--- src/rtl/rx_align_multi.sv ---
`default_nettype none
// ============================================================================
//  Module      : rx_align_multi
//  Description : Walks NCH deserialised LVDS channels in turn, bitslipping each
//                until its word equals PATTERN or MAX_SLIP attempts are spent.
//                Optional macro RX_ALIGN_CONFIRM_EN demands CONFIRM_N
//                consecutive matching words before a channel is accepted.
//  Revision    : 1.0  initial release
// ============================================================================
module rx_align_multi #(
    parameter int             NCH       = 9,
    parameter int             DES       = 4,
    parameter logic [DES-1:0] PATTERN   = 4'b0001,
    parameter int             START_DLY = 16,
    parameter int             SETTLE    = 6,
    parameter int             PULSE_W   = 2,
    parameter int             MAX_SLIP  = 2 * DES,
    localparam int            CHW       = (NCH > 1) ? $clog2(NCH) : 1
) (
    input  logic               rxoutclock,
    input  logic               reset_n,
    input  logic               rx_locked,
    input  logic               aligni,
    input  logic [NCH*DES-1:0] rxout,
    output logic [NCH-1:0]     aligno,
    output logic               busy,
    output logic               done,
    output logic               fail,
    output logic [NCH-1:0]     ch_aligned,
    output logic [NCH-1:0]     ch_fail,
    output logic [CHW-1:0]     cur_ch
);

    localparam int SLW    = $clog2(MAX_SLIP + 1);
    localparam int CNT_MX = (SETTLE > PULSE_W) ? SETTLE : PULSE_W;
    localparam int CNW    = $clog2(CNT_MX + 1);

    typedef enum logic [2:0] {
        S_IDLE   = 3'd0,
        S_SETTLE = 3'd1,
        S_CHECK  = 3'd2,
        S_SLIP   = 3'd3,
        S_NEXT   = 3'd4,
        S_END    = 3'd5
    } state_t;

    state_t               state_q,      state_d;
    logic                 aligni_s_q,   aligni_s_d;
    logic                 aligni_p_q,   aligni_p_d;
    logic [START_DLY-1:0] dly_q,        dly_d;
    logic [CNW-1:0]       cnt_q,        cnt_d;
    logic [SLW-1:0]       slips_q,      slips_d;
    logic [CHW-1:0]       cur_ch_q,     cur_ch_d;
    logic [NCH-1:0]       ch_aligned_q, ch_aligned_d;
    logic [NCH-1:0]       ch_fail_q,    ch_fail_d;
    logic [NCH-1:0]       aligno_q,     aligno_d;
    logic                 busy_q,       busy_d;
    logic                 done_q,       done_d;
    logic                 fail_q,       fail_d;

    logic [DES-1:0]       word;
    logic                 word_match;
    logic                 idle_like;
    logic                 start_rise;
    logic                 start_go;
    logic                 check_ok;
    logic                 check_bad;

    assign word       = rxout[int'(cur_ch_q) * DES +: DES];
    assign word_match = (word == PATTERN);
    assign idle_like  = (state_q == S_IDLE) || (state_q == S_END);
    assign start_rise = aligni_s_q & ~aligni_p_q;
    assign start_go   = dly_q[START_DLY-1] & idle_like;

`ifdef RX_ALIGN_CONFIRM_EN
    localparam int CONFIRM_N = 4;
    localparam int RUNW      = $clog2(CONFIRM_N);

    logic [RUNW-1:0] run_q, run_d;

    // A mismatch anywhere inside the run is a single failed check.
    assign check_ok  = (state_q == S_CHECK) && word_match && (run_q == RUNW'(CONFIRM_N - 1));
    assign check_bad = (state_q == S_CHECK) && !word_match;
`else
    assign check_ok  = (state_q == S_CHECK) && word_match;
    assign check_bad = (state_q == S_CHECK) && !word_match;
`endif

    always_comb begin
        aligni_s_d   = aligni;
        aligni_p_d   = aligni_s_q;
        state_d      = state_q;
        cnt_d        = cnt_q;
        slips_d      = slips_q;
        cur_ch_d     = cur_ch_q;
        ch_aligned_d = ch_aligned_q;
        ch_fail_d    = ch_fail_q;
        done_d       = done_q;
        fail_d       = fail_q;
        // Rises seen while busy are dropped here so they cannot restart later.
        dly_d        = (dly_q << 1) | START_DLY'(start_rise && idle_like);

        case (state_q)
            S_IDLE, S_END: begin
                if (start_go) begin
                    state_d      = S_SETTLE;
                    cur_ch_d     = '0;
                    cnt_d        = '0;
                    slips_d      = '0;
                    ch_aligned_d = '0;
                    ch_fail_d    = '0;
                    done_d       = 1'b0;
                    fail_d       = 1'b0;
                end
            end
            S_SETTLE: begin
                if (cnt_q == CNW'(SETTLE - 1)) begin
                    cnt_d   = '0;
                    state_d = S_CHECK;
                end else begin
                    cnt_d = cnt_q + 1'b1;
                end
            end
            S_CHECK: begin
                if (check_ok) begin
                    ch_aligned_d[cur_ch_q] = 1'b1;
                    state_d                = S_NEXT;
                end else if (check_bad) begin
                    if (slips_q < SLW'(MAX_SLIP)) begin
                        slips_d = slips_q + 1'b1;
                        cnt_d   = '0;
                        state_d = S_SLIP;
                    end else begin
                        ch_fail_d[cur_ch_q] = 1'b1;
                        state_d             = S_NEXT;
                    end
                end
            end
            S_SLIP: begin
                if (cnt_q == CNW'(PULSE_W - 1)) begin
                    cnt_d   = '0;
                    state_d = S_SETTLE;
                end else begin
                    cnt_d = cnt_q + 1'b1;
                end
            end
            S_NEXT: begin
                slips_d = '0;
                cnt_d   = '0;
                if (cur_ch_q == CHW'(NCH - 1)) begin
                    state_d = S_END;
                    done_d  = &ch_aligned_q;
                    fail_d  = |ch_fail_q;
                end else begin
                    cur_ch_d = cur_ch_q + 1'b1;
                    state_d  = S_SETTLE;
                end
            end
            default: state_d = S_IDLE;
        endcase

        // Lock loss aborts outright; relock needs a fresh aligni rise.
        if (!rx_locked) begin
            state_d      = S_IDLE;
            dly_d        = '0;
            cnt_d        = '0;
            slips_d      = '0;
            cur_ch_d     = '0;
            ch_aligned_d = '0;
            ch_fail_d    = '0;
            done_d       = 1'b0;
            fail_d       = 1'b0;
        end

        busy_d   = (state_d != S_IDLE) && (state_d != S_END);
        aligno_d = (state_d == S_SLIP) ? (NCH'(1) << cur_ch_d) : '0;
    end

`ifdef RX_ALIGN_CONFIRM_EN
    always_comb begin
        run_d = '0;
        if (state_d == S_CHECK && state_q == S_CHECK && word_match) begin
            run_d = run_q + RUNW'(1);
        end
    end
`endif

    always_ff @(posedge rxoutclock) begin
        if (!reset_n) begin
            state_q      <= S_IDLE;
            aligni_s_q   <= 1'b0;
            aligni_p_q   <= 1'b0;
            dly_q        <= '0;
            cnt_q        <= '0;
            slips_q      <= '0;
            cur_ch_q     <= '0;
            ch_aligned_q <= '0;
            ch_fail_q    <= '0;
            aligno_q     <= '0;
            busy_q       <= 1'b0;
            done_q       <= 1'b0;
            fail_q       <= 1'b0;
`ifdef RX_ALIGN_CONFIRM_EN
            run_q        <= '0;
`endif
        end else begin
            state_q      <= state_d;
            aligni_s_q   <= aligni_s_d;
            aligni_p_q   <= aligni_p_d;
            dly_q        <= dly_d;
            cnt_q        <= cnt_d;
            slips_q      <= slips_d;
            cur_ch_q     <= cur_ch_d;
            ch_aligned_q <= ch_aligned_d;
            ch_fail_q    <= ch_fail_d;
            aligno_q     <= aligno_d;
            busy_q       <= busy_d;
            done_q       <= done_d;
            fail_q       <= fail_d;
`ifdef RX_ALIGN_CONFIRM_EN
            run_q        <= run_d;
`endif
        end
    end

    assign aligno     = aligno_q;
    assign busy       = busy_q;
    assign done       = done_q;
    assign fail       = fail_q;
    assign ch_aligned = ch_aligned_q;
    assign ch_fail    = ch_fail_q;
    assign cur_ch     = cur_ch_q;

endmodule
`default_nettype wire

--- config.mk ---
export PLATFORM = sky130hd
export DESIGN_NAME = rx_align_multi
export DESIGN_NICKNAME = d
export VERILOG_FILES = /design/src/rtl/rx_align_multi.sv
export SDC_FILE = /design/constraint.sdc
export NUM_CORES = 1
export LEC_CHECK = 0
export ABC_AREA = 1
export CELL_PAD_IN_SITES_DETAIL_PLACEMENT = 0
export CELL_PAD_IN_SITES_GLOBAL_PLACEMENT = 2
export CORE_MARGIN = 4
export CORE_UTILIZATION = 24
export DETAILED_ROUTE_END_ITERATION = 8
export GPL_ROUTABILITY_DRIVEN = 1
export PLACE_DENSITY_LB_ADDON = 0.15
export SLEW_MARGIN = 10
export SYNTH_ARGS = -nofsm -noshare
export SYNTH_HDL_FRONTEND = slang
export SYNTH_SLANG_ARGS = --single-unit
--- constraint.sdc ---
create_clock -name rxoutclock -period 1.9 [get_ports rxoutclock]
set_clock_uncertainty 0.2 [all_clocks]
set_input_delay 0.38 -clock rxoutclock [delete_from_list [all_inputs] [get_ports rxoutclock]]
set_output_delay 0.38 -clock rxoutclock [all_outputs]
set_load 0.03 [all_outputs]
# Word-level counts from Yosys, hierarchy flattened
# Index checks and enable logic that the tools add are counted.
[word_totals]
word_cells = 107
input_bits = 40
out_inout_bits = 34
reg_bits = 62
[classes]
addsub = 3
n_lt_le_gt_ge = 3
reduce_logical = 23
n_bitwise = 6
mux = 39
shifts = 2
eq_ne = 18
[ops]
columns = ["op", "n"]
rows = [
  ["9-bit two-way mux", 5],
  ["3-bit two-way mux", 14],
  ["9-bit case mux with 2 select lines", 2],
  ["36-bit by 7-bit indexed part select with 4-bit output", 1],
  ["3-bit case mux with 5 select lines", 2],
  ["4-bit two-way mux", 7],
  ["9-bit bitwise OR", 2],
  ["16-bit by 1-bit bitwise OR with 16-bit output", 1],
  ["5-bit AND reduction", 3],
  ["2-bit != test, second input constant", 6],
  ["4-bit case mux with 3 select lines", 1],
  ["3-bit by 2-bit equality test with 1-bit output, second input constant", 3],
  ["3-bit equality test, second input constant", 3],
  ["9-bit AND reduction", 1],
  ["9-bit OR reduction", 1],
  ["1-bit by 4-bit << shifter with 9-bit output, first input constant", 1],
  ["4-bit by 1-bit adder with 4-bit output, second input constant", 2],
  ["4-bit case mux with 2 select lines", 1],
  ["3-bit by 1-bit equality test with 1-bit output, second input constant", 2],
  ["3-bit AND reduction", 2],
  ["3-bit nonzero test", 2],
  ["1-bit logical AND", 5],
  ["4-bit by 5-bit < comparator with 1-bit output, second input constant", 1],
  ["5-bit nonzero test", 1],
  ["18 further kinds", 25],
]

# Longest topological paths before layout
# Gate-level depths: netlist of the first run.
[depth]
ltp_word = 10
mapped_depth = 13
mapped_depth_nobuf = 13

# Least setup slack after synthesis of the first run
# No wires, ideal clock.
[synth_path]
path_type = "register -> register"
start = "reg cur_ch_q[0], in the netlist cur_ch[0]"
end = "reg aligno_q[1], in the netlist aligno[1]"
path_buffers = 0
setup_ps = 65
required_time_ps = 1635
path_slack_ps = -239
stages_incl_launch_ff = 12
period_less_slack_ps = 2139
t_arrival_ps = 1875
cell_sequence = "dfxtp_1 > inv_2 > ha_1 > inv_1 > nor2_1 > nor2_1 > inv_1 > a21oi_1 > o31ai_4 > inv_2 > nand2_1 > nor2_1"
[synth_via]
elab_chain_len = 10
elab_cells_between_ends = 19
classes_between = "1 x add/sub; 3 x eq/ne; 2 x shift; 9 x mux; 4 x reduce/logical"
[synth_lines]
columns = ["element", "line", "source"]
rows = [
  ["start: declaration", "53", "logic [CHW-1:0] cur_ch_q, cur_ch_d;"],
  ["start signal: assignment", "213", "cur_ch_q <= cur_ch_d;"],
  ["36-bit by 7-bit indexed part select with 4-bit output", "69", "assign word = rxout[int'(cur_ch_q) * DES +: DES];"],
  ["4-bit by 1-bit equality test with 1-bit output", "70", "assign word_match = (word == PATTERN);"],
  ["1-bit zero test", "86", "assign check_bad = (state_q == S_CHECK) && !word_match;"],
  ["1-bit logical AND", "86", ""],
  ["3-bit two-way mux", "128", "end else if (check_bad) begin"],
  ["3-bit two-way mux", "125", "if (check_ok) begin"],
  ["3-bit case mux with 5 select lines", "103", "case (state_q)"],
  ["3-bit two-way mux", "163", "if (!rx_locked) begin"],
  ["3-bit by 2-bit equality test with 1-bit output", "176", "aligno_d = (state_d == S_SLIP) ? (NCH'(1) << cur_ch_d) : '0;"],
  ["2-bit AND reduction (no source line)", "n/a", ""],
  ["end signal: assignment", "216", "aligno_q <= aligno_d;"],
  ["end: declaration", "56", "logic [NCH-1:0] aligno_q, aligno_d;"],
]
# Parallel ways exist; a longest one is shown, timed or not.
# A chain may end at the register's enable or synchronous reset.

# Final worst setup path of the first run
[layout_path]
start = "reg cur_ch_q[0], in the netlist cur_ch[0]"
end = "reg ch_aligned_q[1], in the netlist ch_aligned[1]"
[layout_via]
elab_chain_len = 7
elab_cells_between_ends = 13
classes_between = "2 x order compare; 2 x eq/ne; 1 x shift; 4 x mux; 1 x bitwise; 3 x reduce/logical"
[layout_lines]
columns = ["element", "line", "source"]
rows = [
  ["4-bit by 5-bit < comparator with 1-bit output (implied by the code) or 4-bit by 1-bit >= comparator with 1-bit output (tied branches)", "126", "ch_aligned_d[cur_ch_q] = 1'b1;"],
  ["1-bit logical AND (implied by the code)", "126", ""],
  ["1-bit two-way mux (implied by the code)", "126", ""],
  ["1-bit demux with 4-bit select", "126", ""],
  ["9-bit bitwise OR (no source line)", "n/a", ""],
  ["9-bit two-way mux", "125", ""],
  ["9-bit case mux with 2 select lines", "103", ""],
  ["end signal: assignment", "214", "ch_aligned_q <= ch_aligned_d;"],
  ["end: declaration", "54", "logic [NCH-1:0] ch_aligned_q, ch_aligned_d;"],
]
# Parallel ways exist; a longest one is shown, timed or not. The select of a mux whose other input is x is not followed.

==> results_dict.tcl, run 1 <==
set metrics [dict create \
    required_ps 1920 \
    seqPwrFrac 0.410 \
    routabilityCongestion 0.827 \
    die_h_um 117 \
    synth_cells 409 \
    syn_nets 456 \
    period_share 1.04 \
    synth-edff-count 0 \
    cts_sinks 62 \
    start_util 0.248 \
    violations "negative setup slack" \
    routed_via_density 4.16 \
    hpwl_um 6420 \
    clockBufferDepth 2 \
    r2r-end "ch_aligned[1]$_SDFFE_PN0P_" \
    async_flop_share 0 \
    rrSetupSlack_ps -70 \
    grt_max_degree 23 \
    rsz0062_at_grt "yes" \
    fin_nets 597 \
    cts_root_buffer "clkbuf_16" \
    max_freq_ghz 0.508 \
    cellPowerDensity_mw_per_mm2 660 \
    synth_top_flop_cell "dfxtp_1" \
    hold_buffers 0 \
    ys_seq_area_frac 0.434 \
    io_buffers 73 \
    antenna_found_initial 0 \
    n_antenna_cell 0 \
    io_pins 74 \
    detail-route-antenna-nets 0 \
    yosys_register_bits 62 \
    die_area_mm2 0.0137 \
    grt_pass1_vias 2938 \
    num_vias 2907 \
    internal_power_uw 2490 \
    netlist_area_mm2 0.00286 \
    fp-row-count 39 \
    final_cell_area_mm2 0.00479 \
    drive_gt1_frac 0.276 \
    r2r_cells 11 \
    h-tree-depth 3 \
    critPathKind "flip-flop to flip-flop" \
    syn2layout_area_growth_pct 67.4 \
    setup_ws_ps -69.5 \
    hold_viol 0 \
    die_w_um 117 \
    ir_drop_mv 0.314 \
    synth_area_per_cell_um2 7.00 \
    drt-total-wl_um 8300 \
    remaining_drc_errors 0 \
    p_sw_frac 0.213 \
    cp.arrival_ps 1990 \
    grt_overflow 0 \
    cts_tree "yes" \
    run_status "finished with violations" \
    fin_util 0.414 \
    max_slew_margin 0.757 \
    switchingPower_uw 674 \
    place_area_mm2 0.00411 \
    yosysUniqueCellTypes 34 \
    cp-end-kind "flip-flop" \
    power_leakage_uw 0.00218 \
    path_clk_slew_ps 60 \
    grt_pass1_wl_um 13500 \
    yosysWarnings 0 \
    layout_min_cycle_time_ps 1970 \
    drtPass1Iterations 4 \
    report.final.slew_viol_count 0 \
    worstSkewPairLatency_ps 330 \
    grt_use_total 0.127 \
    setup_violations 20 \
    wl_per_cell_um 11.9 \
    combPwrFrac 0.048 \
    hp-class "flip-flop to flip-flop" \
    crit_path_max_fanout 10 \
    drt-initial-drc-count 108 \
    cts_buffers 9 \
    setup.worst_path.start_class "flip-flop" \
    timing.rr.start "cur_ch[0]$_SDFF_PN0_" \
    endpoint "ch_aligned[1]$_SDFFE_PN0P_" \
    crit_path_start "cur_ch[0]$_SDFF_PN0_" \
    maxCapViolations 0 \
    coreArea_mm2 0.0116 \
    worstMarginPinSlew_ps 361 \
    p_clk_frac 0.542 \
]
stage by stage:
step	total power (uW)	std cells	hold slack (ps)	worst slack, ps	TNS (ps)
2_1_floorplan	1370	409	175	1.90	0
3_3_place_gp	1480	663	192	-432	-10710
3_5_place_dp	1480	663	195	-425	-10740
4_1_cts	3230	691	203	-90.2	-997
5_1_grt	3300	698	216	-180	-4790
6_report	3170	698	193	-69.5	-856
worst max-delay path: stages (launching register included):
cell	delay, ps
dfxtp_4	360
buf_12	130
or2_1	220
nand3_2	70
nand3_2	90
nand3_4	120
nand2_4	80
buf_4	140
o21bai_4	150
clkinvlp_4	150
nand2_1	70
a21oi_1	50
routing by layer:
layer	wire, um	share of wire	global-route usage
met4	147	0.018	0.0497
met3	296	0.036	0.0303
met5	0	0	0
met2	3940	0.47	0.210
met1	3920	0.47	0.159
power by group through the flow:
stage / registers, uW / clock network (uW) / logic (uW)
after floorplan: 1330 / 0 / 41.3
after global placement: 1330 / 0 / 147
after detailed placement: 1330 / 0 / 147
after CTS: 1300 / 1780 / 149
after global routing: 1300 / 1830 / 168
final: 1300 / 1720 / 152
timing repair:
action / 4_1_cts / 5_1_grt
gates cloned: 1 / 1
pin swaps: 7 / 15
setup endpoints to repair: 62 / 44
hold endpoints to repair: 0 / 0
gates resized for setup: 60 / 41
setup buffers: 12 / 7
kinds of logic (layout without fill, tap and decap cells):
| kind of cell | count (synthesis) | after routing | synth area share |
|---|---|---|---|
| and+or+nand+nor | 198 | 198 | 0.309 |
| buffers and inverters | 92 | 238 | 0.122 |
| DFF | 62 | 62 | 0.434 |
| AOI/OAI and AO/OA | 48 | 48 | 0.0983 |
| adders and majority gates | 7 | 7 | 0.0306 |
| xor gates and xnor gates | 2 | 2 | 0.00612 |
layout make-up:
class                      instances  area (um2)
clock inverter                     6        67.6
multi-input combinational        255        1490
sequential                        62        1260
timing repair buffer             135        1220
timing repair inverter             1        7.51
tap                              143         179
clock buffer                      10         250
fill                            1222        6770
inverter                          86         325
cell usage after synthesis (2+ instances only):
master	number	area, um2
nand3_2	5	50.1
ha_1	7	87.6
or2_1	3	18.8
nand2_2	2	12.5
nand4_1	4	25.0
dfxtp_1	62	1240
nor2_2	5	31.3
o21ai_1	4	20.0
nand2_1	85	319
o21ai_2	2	17.5
nand3b_1	2	15.0
a21oi_1	29	145
inv_1	76	285
buf_2	3	15.0
o21ai_0	5	25.0
nand3_1	18	90.1
nor3_2	2	20.0
clkbuf_1	3	11.3
o211ai_1	2	15.0
nor4_1	3	18.8
nor2_1	65	244
inv_2	10	37.5
worst min-delay path by stage:
stage / start / slack (ps) / endpoint / depth (start not counted)
2_1_floorplan: aligni_p_q$_SDFF_PN0_ / 170 / dly_q[0]$_SDFF_PN0_ / 1
3_3_place_gp: aligni_p_q$_SDFF_PN0_ / 190 / dly_q[0]$_SDFF_PN0_ / 1
3_5_place_dp: aligni_p_q$_SDFF_PN0_ / 190 / dly_q[0]$_SDFF_PN0_ / 1
4_1_cts: aligni_p_q$_SDFF_PN0_ / 200 / dly_q[0]$_SDFF_PN0_ / 1
5_1_grt: dly_q[9]$_SDFF_PN0_ / 220 / dly_q[10]$_SDFF_PN0_ / 2
6_report: aligni_p_q$_SDFF_PN0_ / 190 / dly_q[0]$_SDFF_PN0_ / 1
flip-flops by register name (all words and copies together) (netlist names):
signal,count
aligni_p_d,1
cnt_q,3
state_q,3
aligno,9
fail,1
busy,1
done,1
ch_fail,9
cur_ch,4
dly_q,16
aligni_p_q,1
slips_q,4
ch_aligned,9
cells in the final DEF, fill, tap and decap left out, types with 2 or more instances in the layout:
master / instances
nand4_1: 4
nand3_2: 7
o21ai_2: 3
clkdlybuf4s50_1: 37
clkinvlp_4: 3
clkbuf_16: 10
clkdlybuf4s15_1: 2
dfxtp_1: 56
ha_1: 7
dfxtp_4: 4
a21oi_2: 8
buf_12: 4
nor2_1: 57
or2_1: 3
inv_1: 74
nand3_1: 12
dlygate4sd2_1: 32
inv_2: 11
nor2_4: 7
nand3b_1: 2
a21oi_1: 21
nand2_4: 2
o211ai_1: 2
nor4_1: 2
nand3_4: 4
dlymetal6s2s_1: 2
buf_4: 56
nand2_1: 75
nand2_2: 10
nor2_2: 7
o21ai_0: 4
o21ai_1: 3
dfxtp_2: 2
buf_6: 2
No activity file was read; power rests on OpenSTA's default activity.
==> inputs of run 2 (changes only) <==
--- a/config.mk
+++ b/config.mk
@@ -12,6 +12,7 @@
 export CORE_UTILIZATION = 24
 export DETAILED_ROUTE_END_ITERATION = 8
 export GPL_ROUTABILITY_DRIVEN = 1
+export MAX_ROUTING_LAYER = met4
 export PLACE_DENSITY_LB_ADDON = 0.15
 export SLEW_MARGIN = 10
 export SYNTH_ARGS = -nofsm -noshare
==> run 2 against run 1 <==
  * Non-clock buffer count fell by 1
  * Worst setup slack got worse by 24 ps
  * Sequential cell count is the same
  * Final cell count fell by 0.29%
  * Combinational power is essentially flat
  * The run still ends with negative setup slack left
  * Critical endpoint is now ch_fail[1]$_SDFFE_PN0P_
  * Highest routed layer unchanged
  * Sequential share of layout area increased by 0.17 points
  * Routed wire length decreased by 1.0%
==> results_dict.tcl, run 2 (synthesis gave the netlist of run 1 again) <==
set metrics [dict create \
    gr-usage-met1 0.160 \
    setup.worst_path.start_class "flip-flop" \
    path_clk_slew_ps 60 \
    n_antenna_cell 0 \
    layout_min_cycle_time_ps 1990 \
    coreArea_mm2 0.0116 \
    cellPowerDensity_mw_per_mm2 665 \
    drt-initial-drc-count 113 \
    period_share 1.05 \
    report.final.slew_viol_count 0 \
    fillers 1226 \
    clockBufferDepth 2 \
    remaining_drc_errors 0 \
    num_vias 2901 \
    regMostFlops "dly_q" \
    top_usage_layer "met2" \
    cts_root_buffer "clkbuf_16" \
    grt_pass1_wl_um 13500 \
    die_area_mm2 0.0137 \
    hpwl_um 6420 \
    pre_cts_ws_ps -425 \
    maxCapViolations 0 \
    violations "negative setup slack" \
    io_pins 74 \
    drt-total-wl_um 8220 \
    seq_area_mm2 0.00126 \
    cts_buffers 9 \
    internal_power_uw 2490 \
    required_ps 1970 \
    p_sw_frac 0.213 \
    run_status "finished with violations" \
    grt_overflow 0 \
    die_h_um 117 \
    max_freq_ghz 0.502 \
    power_leakage_uw 0.00217 \
    antenna_found_initial 0 \
    fin_nets 595 \
    fp-row-count 39 \
    critPathKind "flip-flop to flip-flop" \
    cts_sinks 62 \
    p_clk_frac 0.542 \
    cp-end-kind "flip-flop" \
    grt_pass1_vias 2950 \
    cp.arrival_ps 2060 \
    rsz0062_at_grt "yes" \
    crit_path_max_fanout 10 \
    grt_max_degree 23 \
    r2r_cells 11 \
    multiInputGateArea_mm2 0.00147 \
    final_common_cell "nand2_1" \
    hold_viol 0 \
    crit_path_start "cur_ch[0]$_SDFF_PN0_" \
    hold_start "aligni_p_q$_SDFF_PN0_" \
    setup_violations 21 \
    routabilityCongestion 0.839 \
    min_to "dly_q[0]$_SDFF_PN0_" \
    syn2layout_area_growth_pct 66.3 \
    combPwrFrac 0.048 \
    most-common-layout-cells "76 x nand2_1, 74 x inv_1, 56 x nor2_1, 56 x dfxtp_1, 55 x buf_4" \
    wl_per_cell_um 11.8 \
    timing.rr.start "cur_ch[0]$_SDFF_PN0_" \
    detail-route-antenna-nets 0 \
    drive_gt1_frac 0.269 \
    worstMarginPinSlew_ps 361 \
    die_w_um 117 \
    start_util 0.248 \
    setup_ws_ps -93.3 \
    cts_tree "yes" \
    met2_usage 0.210 \
    switchingPower_uw 674 \
    largest_reg_flops 16 \
    grt_use_total 0.130 \
    dp.cells 663 \
    ir_drop_mv 0.314 \
    hold_depth 1 \
    max_slew_margin 0.757 \
    grt.met3_usage 0.0247 \
    io_buffers 73 \
    worstSkewPairLatency_ps 330 \
    power_uw 3170 \
    hp-class "flip-flop to flip-flop" \
    drtPass1Iterations 4 \
    r2r-end "ch_fail[1]$_SDFFE_PN0P_" \
    seqPwrFrac 0.410 \
    rrSetupSlack_ps -90 \
    h-tree-depth 3 \
    fin_cells 696 \
    routed_via_density 4.17 \
]
## run 2: how the worst max path moves through the flow
stage	cells after the start	to	slack, ps
floorplan	11	aligno[1]$_SDFF_PP0_	2
global placement	10	ch_fail[5]$_SDFFE_PN0P_	-430
detailed placement	10	ch_fail[6]$_SDFFE_PN0P_	-430
CTS	11	ch_fail[2]$_SDFFE_PN0P_	-90
global route	11	ch_fail[0]$_SDFFE_PN0P_	-190
finish	11	ch_fail[1]$_SDFFE_PN0P_	-90
## run 2: repair_timing
action                                  4_1_cts  5_1_grt
cloned                                        1        0
gates resized for setup                      60       37
hold buffers                                  0        0
pin swaps                                     7       12
endpoints found under the setup margin       62       44
hold endpoints to repair                      0        0
setup buffers                                12        6
## run 2: worst max-delay path, stage by stage (launching register included)
cell	delay, ps
dfxtp_4	360
buf_12	130
or2_1	220
nand3_2	70
nand3_2	90
nand3_4	120
nand2_4	80
nand2_4	70
nor3b_4	250
buf_6	150
nand2_1	60
a21oi_2	110
## run 2: metal layers
metal / wire, um / up-vias
li1: - / 1537
met1: 3900 / 1304
met2: 3910 / 46
met3: 263 / 14
met4: 146 / 0
met5: 0 / -
## run 2: final cells by class
type	instances	share of cell area
multi-input cells	255	0.309
flip-flops and latches	62	0.264
repair buffers	134	0.254
inverters	86	0.0683
clock buffers	10	0.0525
well taps	143	0.0376
clock inverters	6	0.0142
## run 2: metrics by stage
step	instance area, um2	hold slack (ps)	setup TNS [ps]	util
6_report	4760	195	-963	0.412
2_1_floorplan	2870	175	0	-
3_3_place_gp	4110	192	-10710	0.355
5_1_grt	4760	216	-4850	0.412
4_1_cts	4570	203	-997	0.395
3_5_place_dp	4110	195	-10740	0.355
## run 2: power by group through the flow
stage | logic, uW | registers (uW) | clock network (uW)
final | 151 | 1300 | 1720
after global routing | 167 | 1300 | 1830
after CTS | 149 | 1300 | 1780
after detailed placement | 147 | 1330 | 0
after global placement | 147 | 1330 | 0
after floorplan | 41.3 | 1330 | 0
==> inputs of run 3 (changes only) <==
--- a/config.mk
+++ b/config.mk
@@ -12,8 +12,10 @@
 export CORE_UTILIZATION = 24
 export DETAILED_ROUTE_END_ITERATION = 8
 export GPL_ROUTABILITY_DRIVEN = 1
+export GPL_TIMING_DRIVEN = 0
 export MAX_ROUTING_LAYER = met4
 export PLACE_DENSITY_LB_ADDON = 0.15
+export SKIP_CTS_REPAIR_TIMING = 1
 export SLEW_MARGIN = 10
 export SYNTH_ARGS = -nofsm -noshare
 export SYNTH_HDL_FRONTEND = slang
==> constraint.sdc (replaced) <==
create_clock -name rxoutclock -period 1.9 [get_ports rxoutclock]
set_clock_uncertainty 0.2 [all_clocks]
set_input_delay 0.285 -clock rxoutclock [delete_from_list [all_inputs] [get_ports rxoutclock]]
set_output_delay 0.285 -clock rxoutclock [all_outputs]
set_load 0.03 [all_outputs]
==> run 3 against run 2 <==
  * The flow still finishes with violations (negative setup slack)
  * Worst hold slack got worse by 10 ps
  * Sequential cell count unchanged
  * First-iteration DRC count decreased by 15%
  * Non-clock buffer count decreased by 37
  * Routed wire length is essentially flat
  * Via count fell by 4.4%
  * Register-to-register slack got worse by 20 ps
  * Fmax fell by 1.1%
  * Design area decreased by 5.0%
  * Largest cell class unchanged
  * Highest routed layer unchanged
==> results_dict.tcl, run 3 (synthesis gave the netlist of run 1 again) <==
set metrics [dict create \
    run_status "finished with violations" \
    violations "negative setup slack" \
    cts_root_buffer "clkbuf_16" \
    maxCapViolations 0 \
    required_ps 1920 \
    grt_use_total 0.128 \
    setup_ws_ps -114 \
    hold_start "aligni_p_q$_SDFF_PN0_" \
    p_clk_frac 0.519 \
    io_pins 74 \
    io_buffers 72 \
    rrSetupSlack_ps -110 \
    num_vias 2773 \
    drtPass1Iterations 4 \
    combPwrFrac 0.046 \
    drt-total-wl_um 8220 \
    r2r_cells 12 \
    report.final.slew_viol_count 0 \
    crit_path_start "state_q[0]$_SDFF_PN0_" \
    critPathKind "flip-flop to flip-flop" \
    hp-class "flip-flop to flip-flop" \
    worstSkewPairLatency_ps 330 \
    period_share 1.06 \
    die_w_um 117 \
    cp_cell_sequence "inv_2 -> nor2_4 -> nor2_4 -> o21ai_4 -> nor2_4 -> nor2_4 -> inv_2 -> o31ai_4 -> buf_12 -> inv_2 -> nand2_2 -> nor2_2" \
    setup_violations 19 \
    h-tree-depth 3 \
    syn2layout_area_growth_pct 58.1 \
    largest_reg_flops 16 \
    cts_sinks 62 \
    worstMarginPinSlew_ps 500 \
    cts_buffers 9 \
    cp.arrival_ps 2040 \
    worst_path_max_delay_cell "dfxtp_4" \
    grt_pass1_vias 2728 \
    setup.worst_path.start_class "flip-flop" \
    final_common_cell "nand2_1" \
    path_clk_slew_ps 50 \
    power_uw 2990 \
    cp-end-kind "flip-flop" \
    routabilityCongestion 0.791 \
    die_h_um 117 \
    start_util 0.248 \
    die_area_mm2 0.0137 \
    setup_tns_ps -1200 \
    cts_tree "yes" \
    grt_max_degree 12 \
    internal_power_uw 2330 \
    antenna_found_initial 0 \
    pre_cts_ws_ps -376 \
    drive_gt1_frac 0.225 \
    remaining_drc_errors 0 \
    grt_pass1_wl_um 13100 \
    coreArea_mm2 0.0116 \
    hold_depth 1 \
    n_antenna_cell 0 \
    hpwl_um 6210 \
    p_sw_frac 0.219 \
    detail-route-antenna-nets 0 \
    seqPwrFrac 0.434 \
    max_slew_margin 0.666 \
    clockBufferDepth 2 \
    cellPowerDensity_mw_per_mm2 660 \
    layout_min_cycle_time_ps 2010 \
    grt_overflow 0 \
    hold_viol 0 \
    most-common-layout-cells "76 x nand2_1, 72 x inv_1, 64 x clkdlybuf4s50_1" \
    fin_cells 659 \
    rsz0062_at_grt "yes" \
    dp.cells 624 \
    switchingPower_uw 653 \
    fillers 1227 \
    power_leakage_uw 0.00193 \
    timing.rr.start "state_q[0]$_SDFF_PN0_" \
    drt-initial-drc-count 96 \
    slowest_delay_ps 390 \
    crit_path_max_fanout 4 \
    regMostFlops "dly_q" \
    r2r-end "aligno[7]$_SDFF_PP0_" \
    ir_drop_mv 0.656 \
    wl_per_cell_um 12.5 \
    routed_via_density 4.21 \
    min_to "dly_q[0]$_SDFF_PN0_" \
    fp-row-count 39 \
    max_freq_ghz 0.496 \
    cpMostUsedCell "nor2_4" \
    fin_nets 558 \
]
==> run 3: changes by cell type in the layout (fill, tap and decap cells not counted), sizes merged, moves of 2 or more <==
cell	delta
clkbuf	+4
buf	-39
dlygate4sd2	-32
clkdlybuf4s15	-2
clkinvlp	-2
dlymetal6s2s	+6
clkdlybuf4s50	+27
clkinv	+2
==> run 3: area by class of cell <==
type,instances,area [um2],share of cell area
inverters,86,330,0.0730
plain buffers,6,36.3,0.00802
multi-input cells,255,1520,0.336
clock buffers,11,253,0.0558
repair buffers,91,912,0.202
well taps,143,179,0.0395
flip-flops and latches,62,1260,0.279
clock inverters,5,32.5,0.00719
==> run 3: per-layer routing <==
| layer | GRT usage | share of wire | vias up | routed length, um |
|---|---|---|---|---|
| met1 | 0.158 | 0.47 | 1261 | 3860 |
| met4 | 0.0573 | 0.020 | 0 | 162 |
| li1 | - | - | 1455 | - |
| met2 | 0.198 | 0.47 | 44 | 3870 |
| met3 | 0.0314 | 0.040 | 13 | 326 |
| met5 | - | 0 | - | 0 |
==> run 3: critical path, delay by kind of cell, from the launching register on <==
kind	cells	cell delay, ps
AND/OR/NAND/NOR	6	540
AO/OA/AOI/OAI	2	460
flip-flops	1	390
buffers and inverters	4	310
==> run 3: through the flow <==
step | hold slack (ps) | utilization | area (um2)
final | 184 | 0.391 | 4530
after global routing | 207 | 0.391 | 4530
after CTS | 175 | 0.351 | 4060
after detailed placement | 187 | 0.326 | 3770
after global placement | 182 | 0.326 | 3770
after floorplan | 175 | - | 2870
==> run 3: worst max path at each step <==
stage                                 endpoint  slack (ps)
floorplan                 aligno[1]$_SDFF_PP0_           2
global placement               busy$_SDFF_PN0_        -370
detailed placement  ch_aligned[7]$_SDFFE_PN0P_        -380
CTS                            busy$_SDFF_PN0_        -370
global route              aligno[8]$_SDFF_PN0_        -180
finish                    aligno[7]$_SDFF_PP0_        -110
==> run 3: power by group through the flow <==
stage               clock network [uW]  registers, uW  logic, uW
floorplan                            0           1330       41.3
finish                            1550           1300        138
detailed placement                   0           1330        133
global placement                     0           1330        132
CTS                               1610           1300        133
global route                      1670           1300        153
